## config.mk

```make
export PLATFORM = sky130hd
export DESIGN_NAME = seq_div
export DESIGN_NICKNAME = d
export VERILOG_FILES = /design/src/rtl/seq_div.sv
export SDC_FILE = /design/constraint.sdc
export NUM_CORES = 1
export LEC_CHECK = 0
export CORE_MARGIN = 2
export CORE_UTILIZATION = 25
export DETAILED_ROUTE_END_ITERATION = 8
export REMOVE_ABC_BUFFERS = 1
export SLEW_MARGIN = 20
export SYNTH_ARGS = -nofsm -noshare
export SYNTH_HDL_FRONTEND = slang
export SYNTH_SLANG_ARGS = --single-unit
export TNS_END_PERCENT = 1
```

## constraint.sdc

```tcl
create_clock -name clk -period 2.1 [get_ports clk]
set_input_delay 0.63 -clock clk [delete_from_list [all_inputs] [get_ports clk]]
set_output_delay 0.63 -clock clk [all_outputs]
set_load 0.02 [all_outputs]
```

## src/rtl/seq_div.sv

```systemverilog
// Sequential restoring divider: one quotient bit per clock, N cycles per result.
// A zero divisor short-circuits straight to a flagged result.
module seq_div #(
    parameter int unsigned N = 8,  // dividend / quotient width
    parameter int unsigned M = 4   // divisor / remainder width, M <= N
) (
    input  logic         clk,
    input  logic         rst,
    input  logic         start,
    input  logic [N-1:0] dividend,
    input  logic [M-1:0] divisor,
    output logic [N-1:0] quot,
    output logic [M-1:0] rem,
    output logic         busy,
    output logic         done,
    output logic         dz
);

    localparam int unsigned CntW = (N > 1) ? $clog2(N) : 1;

    typedef enum logic [1:0] {
        StIdle,
        StRun,
        StFin,
        StHold
    } state_e;

    state_e          state_q, state_d;
    logic [CntW-1:0] cnt_q, cnt_d;
    logic [M:0]      p_q, p_d;      // partial remainder
    logic [N-1:0]    q_q, q_d;      // shifting dividend / developing quotient
    logic [M-1:0]    div_q, div_d;
    logic [N-1:0]    quot_q, quot_d;
    logic [M-1:0]    rem_q, rem_d;
    logic            dz_q, dz_d;

    logic [M+1:0]    p_sh;          // top bit is always zero; kept so the sign is clean
    logic [M+1:0]    diff;
    logic [M:0]      p_nxt;
    logic [N-1:0]    q_nxt;
    logic            accept;

    // Next-state: request acceptance, one restoring step per RUN cycle, result write.
    always_comb begin
        state_d = state_q;
        cnt_d   = cnt_q;
        p_d     = p_q;
        q_d     = q_q;
        div_d   = div_q;
        quot_d  = quot_q;
        rem_d   = rem_q;
        dz_d    = dz_q;

        p_sh   = {p_q, q_q[N-1]};
        diff   = p_sh - {2'b00, div_q};
        p_nxt  = diff[M+1] ? p_sh[M:0] : diff[M:0];
        q_nxt  = (q_q << 1) | N'(!diff[M+1]);
        accept = start && (state_q != StRun);

        unique case (state_q)
            StRun: begin
                p_d = p_nxt;
                q_d = q_nxt;
                if (cnt_q == '0) begin
                    quot_d  = q_nxt;
                    rem_d   = p_nxt[M-1:0];
                    state_d = StFin;
                end else begin
                    cnt_d = cnt_q - 1'b1;
                end
            end
            StFin:   state_d = StHold;
            StIdle,
            StHold:  state_d = state_q;
            default: state_d = StIdle;
        endcase

        if (accept) begin
            div_d = divisor;
            dz_d  = 1'b0;
            if (divisor == '0) begin
                // Nothing to iterate: publish the flagged result right away.
                quot_d  = '1;
                rem_d   = dividend[M-1:0];
                dz_d    = 1'b1;
                state_d = StFin;
            end else begin
                cnt_d   = CntW'(N - 1);
                p_d     = '0;
                q_d     = dividend;
                state_d = StRun;
            end
        end
    end

    // State and datapath registers; reset aborts any division in flight.
    always_ff @(posedge clk or posedge rst) begin
        if (rst) begin
            state_q <= StIdle;
            cnt_q   <= '0;
            p_q     <= '0;
            q_q     <= '0;
            div_q   <= '0;
            quot_q  <= '0;
            rem_q   <= '0;
            dz_q    <= 1'b0;
        end else begin
            state_q <= state_d;
            cnt_q   <= cnt_d;
            p_q     <= p_d;
            q_q     <= q_d;
            div_q   <= div_d;
            quot_q  <= quot_d;
            rem_q   <= rem_d;
            dz_q    <= dz_d;
        end
    end

    // Outputs decoded from state and result registers.
    always_comb begin
        busy = (state_q == StRun);
        done = (state_q == StFin);
        quot = quot_q;
        rem  = rem_q;
        dz   = dz_q;
    end

endmodule

```

# After elaboration in Yosys (flattened, before gate mapping)
# Index checks and enable logic that the tools add are counted.
[classes] n_addsub=2 n_reduce_logical=7 bitwise_logic=1 eq_ne=6 mux=24
[ops] cell="$mux W8" n=7
[ops] cell="$mux W5" n=4
[ops] cell="$mux W4" n=4
[ops] cell="$mux W3" n=4
[ops] cell="$or A8 B1 Y8" n=1
[ops] cell="$mux W2" n=3
[ops] cell="$sub A6 B4 Y6" n=1
[ops] cell="$eq A2 B2 Y1 const B" n=2
[ops] cell="$logic_not A4 Y1" n=1
[ops] cell="$pmux W2 S2" n=1
[ops] cell="$logic_not A3 Y1" n=1
[ops] cell="$ne A3 B1 Y1 const B" n=1
[ops] cell="$sub A3 B1 Y3 const B" n=1
[ops] cell="$eq A2 B1 Y1 const B" n=1
[ops] cell="$logic_not A2 Y1" n=1
[ops] cell="$ne A2 B1 Y1 const B" n=1
[ops] cell="$ne A2 B2 Y1 const B" n=1
[ops] cell="$reduce_and A2 Y1" n=1
[ops] cell="$reduce_or A2 Y1" n=1
[ops] cell="$logic_and A1 B1 Y1" n=1
[ops] cell="$logic_not A1 Y1" n=1
[ops] cell="$mux W1" n=1
[totals] word_cells=48 reg_bits=35 output_inout_bits=15

# Longest topological paths before layout
[logic_depth] word_depth=7 ltp_mapped=9 depth_no_buf=9

# Least setup slack after synthesis
# Ideal clock, no wire load.
[synth_path] path_kind="flip-flop to flip-flop" from="reg p_q[0]" to="reg p_q[0]" stages_incl_launch_ff=7 required_time_ns=2.022 setup_time_ns=0.078 setup_slack_ns=0.148 path_buffers=0 t_arrival_ns=1.874 synth_period_minus_slack_ns=1.952 path_cell_list="dfrtp_1 ha_1 nor2b_1 o31a_2 o211ai_4 mux2_1 a21oi_1"
[synth_via] elab_chain_cells=5
[synth_lines] item="from (decl)" line="30" source="logic [M:0] p_q, p_d;"
[synth_lines] item="from (signal assigned)" line="110" source="p_q <= p_d;"
[synth_lines] item="$sub A6 B4 Y6" line="55" source="diff = p_sh - {2'b00, div_q};"
[synth_lines] item="$mux W5" line="56" source="p_nxt = diff[M+1] ? p_sh[M:0] : diff[M:0];"
[synth_lines] item="$mux W5 *" line="60" source="unique case (state_q)"
[synth_lines] item="$mux W5" line="81" source="if (divisor == '0) begin"
[synth_lines] item="$mux W5 *" line="78" source="if (accept) begin"
[synth_lines] item="named net p_d[0]" line="30"
# The timed path passes the listed nets; every way through them passes the cells marked *.
# A chain may end at the register's enable or synchronous reset.

# Worst setup path in the final report
[layout_path] from="reg p_q[0]" to="reg p_q[1]"
[layout_via] elab_chain_cells=5
[layout_lines] item="$sub A6 B4 Y6" line="55"
[layout_lines] item="$mux W5 *" line="56"
[layout_lines] item="$mux W5 *" line="60"
[layout_lines] item="$mux W5" line="81"
[layout_lines] item="$mux W5 *" line="78"
[layout_lines] item="named net p_d[1]" line="30"
# Marks and branches as above.

==> flow_metrics.tcl <==
set metrics [dict create \
    area_growth_syn_to_layout_pct 35.5 \
    finalHoldViolations 0 \
    critPathSlowestCell "sky130_fd_sc_hd__dfrtp_2" \
    gp_congestion 0.785 \
    floorplan.die_area_um2 7970 \
    grt_max_degree 36 \
    detailroute.wirelength.met3_um 217 \
    cts-root-to-sink-buffers 2 \
    top_layer "met4" \
    maxCapViolCount 0 \
    worst_path_largest_cell_delay_ps 420 \
    yosys.area_share.simple_pct 16.9 \
    start_kind "flop" \
    die_h_um 89.3 \
    critical_path.endpoint_type "flop" \
    first_pass_grt_wire_length_um 6960 \
    min_period_ps 2000 \
    synth_fa_ha_area_share_pct 6.61 \
    placed_cell_area_um2 2330 \
    clock_sinks 35 \
    synth_seq_area_share_pct 48.2 \
    timing.rr.start "p_q[0]" \
    via_count_of_the_first_global_routing_pass 1444 \
    final_stage_net_count 266 \
    worst_path_dominant_cell_family "compound AO/OA/AOI/OAI gates" \
    core-area_um2 7140 \
    layout.cells.most_common_list "sky130_fd_sc_hd__nand2_1 (34), sky130_fd_sc_hd__dfrtp_1 (34), sky130_fd_sc_hd__clkdlybuf4s50_1 (27)" \
    report.final.slew_viol_count 0 \
    drtIter0Drc 48 \
    vias_per_instance 4.41 \
    power.density_nw_per_um2 1430 \
    period_share_pct 95.3 \
    r2r.worst_path.cells 7 \
    synth_largest_type_area_fraction_pct 48.2 \
    dominant_combinational_cell_family_by_area_after_synthesis "simple AND/OR/NAND/NOR gates" \
    relSlewSlack_pct 64.3 \
    via_count 1507 \
    worstHoldEndpoint "quot[3]" \
    worst_hold_path_type "reg2reg" \
    met1_length_um 2160 \
    worst_path_required_time_ps 2270 \
    die_width_um 89.3 \
    num_antenna_cells 0 \
    clk_root_buffer_cell "sky130_fd_sc_hd__clkbuf_8" \
    worst_r2r_endpoint "p_q[1]" \
    row_count 31 \
    ratio_of_cells_with_drive_above_1_in_the_final_layout_pct 14.8 \
    cts.htree.levels 2 \
    dr_wl_met2_um 1810 \
    synthDistinctLibCells 37 \
    floorplan.initialDensity_pct 25.5 \
    gr-total-overflow 0 \
    route.detailed.drc 0 \
    count_of_buffering_cells_on_the_critical_path_with_inverters_included 1 \
    io_pins 30 \
    layout.filler_cells 762 \
    synth.top_cells.by_area "sky130_fd_sc_hd__dfrtp_1 (48%), sky130_fd_sc_hd__nand2_1 (7.0%), sky130_fd_sc_hd__a21oi_1 (5.5%)" \
    synth.ff_latch_count 35 \
    fraction_of_the_core_area_covered_by_cells_at_the_end_of_the_flow_pct 34.5 \
    cts_buffers 5 \
    totalWireLength_um 4230 \
    worstMarginPinSlew_ps 529 \
    ctsHoldBuffers 0 \
    synthCells 194 \
    irDropWorstVdd_v 0.000601 \
    synth-compound-area-share_pct 16.1 \
    maximum_fanout_encountered_on_the_critical_timing_path 3 \
    worstSetupPathType "reg2reg" \
    worstPathArrival_ps 2170 \
    synth.avg_cell_area_um2 9.37 \
    pre_cts_ws_ps -145 \
    non_filler_cell_area_final_um2 2460 \
    number_of_cells_on_the_worst_hold_path 2 \
    post-dp-hpwl_um 3200 \
    ant_nets 0 \
    worst_clock_skew_ps 4.47 \
    run_status "complete, no violations" \
    number_of_warnings_issued_by_yosys 0 \
    clk-insertion-delay-late_ps 290 \
    total_leakage_power_nw 1.09 \
    tritoncts "built" \
    regToRegSetupSlack_ps 100 \
    synth_xor_area_share_pct 1.45 \
    hp-start "quot[3]" \
    number_of_failing_setup_endpoints_in_the_final_timing_report 0 \
    setup_slack_ps 99.1 \
    io_buffer_count 29 \
    antenna_found_initial 0 \
    maximum_clock_rate_ghz 0.500 \
    detail_route.first_pass.iterations 4 \
    crit_chain "ha_1 > nor2b_1 > o31a_2 > o211ai_4 > buf_4 > mux2i_1 > a21oi_1" \
    route.detailed.wl_per_inst_um 12.4 \
    rsz0062_at_grt "false" \
    clk_pin_slew_ps 80 \
    synthMuxAreaShare_pct 6.19 \
    grt_use_total_pct 11.5 \
    area_of_the_mapped_netlist_um2 1820 \
    synth_largest_area_cell "sky130_fd_sc_hd__dfrtp_1" \
]
==> final cells by class <==
type                            count  area, um2  share of cell area, %
Clock inverter                      2       35.0                   1.42
Multi-Input combinational cell    138        858                   34.8
Sequential cell                    35        877                   35.6
Tap cell                           99        124                   5.03
Inverter                           13       48.8                   1.98
Clock buffer                        6       82.6                   3.35
Timing Repair Buffer               49        438                   17.8
==> synth_stat cells <==
| cell | number |
|---|---|
| sky130_fd_sc_hd__nor2_1 | 14 |
| sky130_fd_sc_hd__o21ai_0 | 6 |
| sky130_fd_sc_hd__ha_1 | 8 |
| sky130_fd_sc_hd__a21o_1 | 1 |
| sky130_fd_sc_hd__mux2i_1 | 9 |
| sky130_fd_sc_hd__o22ai_1 | 2 |
| sky130_fd_sc_hd__and2_1 | 1 |
| sky130_fd_sc_hd__nand3_1 | 7 |
| sky130_fd_sc_hd__mux2_1 | 1 |
| sky130_fd_sc_hd__buf_2 | 4 |
| sky130_fd_sc_hd__or2_1 | 1 |
| sky130_fd_sc_hd__fa_1 | 1 |
| sky130_fd_sc_hd__or4_1 | 1 |
| sky130_fd_sc_hd__o211ai_4 | 1 |
| sky130_fd_sc_hd__o2111ai_1 | 1 |
| sky130_fd_sc_hd__inv_1 | 12 |
| sky130_fd_sc_hd__o2111ai_2 | 1 |
| sky130_fd_sc_hd__xnor2_1 | 1 |
| sky130_fd_sc_hd__o31a_2 | 1 |
| sky130_fd_sc_hd__xor2_1 | 2 |
| sky130_fd_sc_hd__and3_1 | 3 |
| sky130_fd_sc_hd__nand2_1 | 34 |
| sky130_fd_sc_hd__o311ai_0 | 2 |
| sky130_fd_sc_hd__nor3_1 | 2 |
| sky130_fd_sc_hd__clkbuf_1 | 4 |
| sky130_fd_sc_hd__nor4_1 | 1 |
| sky130_fd_sc_hd__dfrtp_1 | 35 |
| sky130_fd_sc_hd__a21oi_1 | 20 |
| sky130_fd_sc_hd__mux2_2 | 1 |
| sky130_fd_sc_hd__or3_4 | 1 |
| sky130_fd_sc_hd__nor2b_1 | 2 |
| sky130_fd_sc_hd__o211ai_1 | 3 |
| sky130_fd_sc_hd__inv_2 | 1 |
| sky130_fd_sc_hd__nand2b_1 | 2 |
| sky130_fd_sc_hd__o32a_1 | 1 |
| sky130_fd_sc_hd__o21ai_1 | 6 |
| sky130_fd_sc_hd__o21a_1 | 1 |
==> metrics by stage <==
step	hold WS, ps	power, mW	TNS [ps]	cells
floorplan	449	2.25	-1730	186
finish	495	3.52	0	342
CTS	505	3.49	0	340
detailed placement	486	2.86	-1200	332
global placement	476	2.83	-858	332
global route	523	3.79	0	342
==> registers in the layout (all words and copies together) (netlist names) <==
signal	count
state_q	2
dz	1
rem	4
quot	8
cnt_q	3
q_q	8
p_q	5
div_q	4
==> cell families after synthesis <==
| kind of cell | count (synthesis) |
|---|---|
| AND/OR/NAND/NOR | 69 |
| AO/OA/AOI/OAI | 46 |
| flip-flops | 35 |
| buffers and inverters | 21 |
| multiplexers | 11 |
| adder cells (fa/ha/maj) | 9 |
| XOR/XNOR | 3 |
==> worst reg2reg max path: stages (launching register included) <==
cell and delay [ps]:
sky130_fd_sc_hd__dfrtp_2 420, sky130_fd_sc_hd__ha_1 280, sky130_fd_sc_hd__nor2b_1 160, sky130_fd_sc_hd__o31a_2 330
sky130_fd_sc_hd__o211ai_4 210, sky130_fd_sc_hd__buf_4 160, sky130_fd_sc_hd__mux2i_1 230, sky130_fd_sc_hd__a21oi_1 90
==> how the worst max path moves through the flow <==
stage	startpoint	end	slack, ps	depth (start not counted)
final	p_q[0]	p_q[1]	100	7
after global routing	p_q[0]	p_q[0]	30	6
after CTS	p_q[0]	rem[0]	7	6
after detailed placement	divisor[1]	rem[3]	-140	5
after global placement	divisor[1]	rem[3]	-120	5
after floorplan	state_q[0]	rem[0]	-180	6
==> metal layers <==
layer	GRT usage (%)	up-vias
met5	0	-
met4	3.66	0
met3	3.51	6
met2	16.9	31
met1	16.1	705
li1	-	765
==> power breakdown <==
group | total, mW | internal, mW | switching [mW]
combinational | 1.80 | 0.861 | 0.937
clock | 0.640 | 0.384 | 0.255
sequential | 1.09 | 0.921 | 0.165
total | 3.52 | 2.17 | 1.36
==> what timing repair did <==
| action | 4_1_cts | 5_1_grt |
|---|---|---|
| setup buffers | 0 | 2 |
| gates resized for setup | 2 | 2 |
| pin swaps | 0 | 1 |
| endpoints found under the setup margin | 2 | 4 |
| hold endpoints to repair | 0 | 0 |
Note: power is estimated with default switching activity, not from simulation.
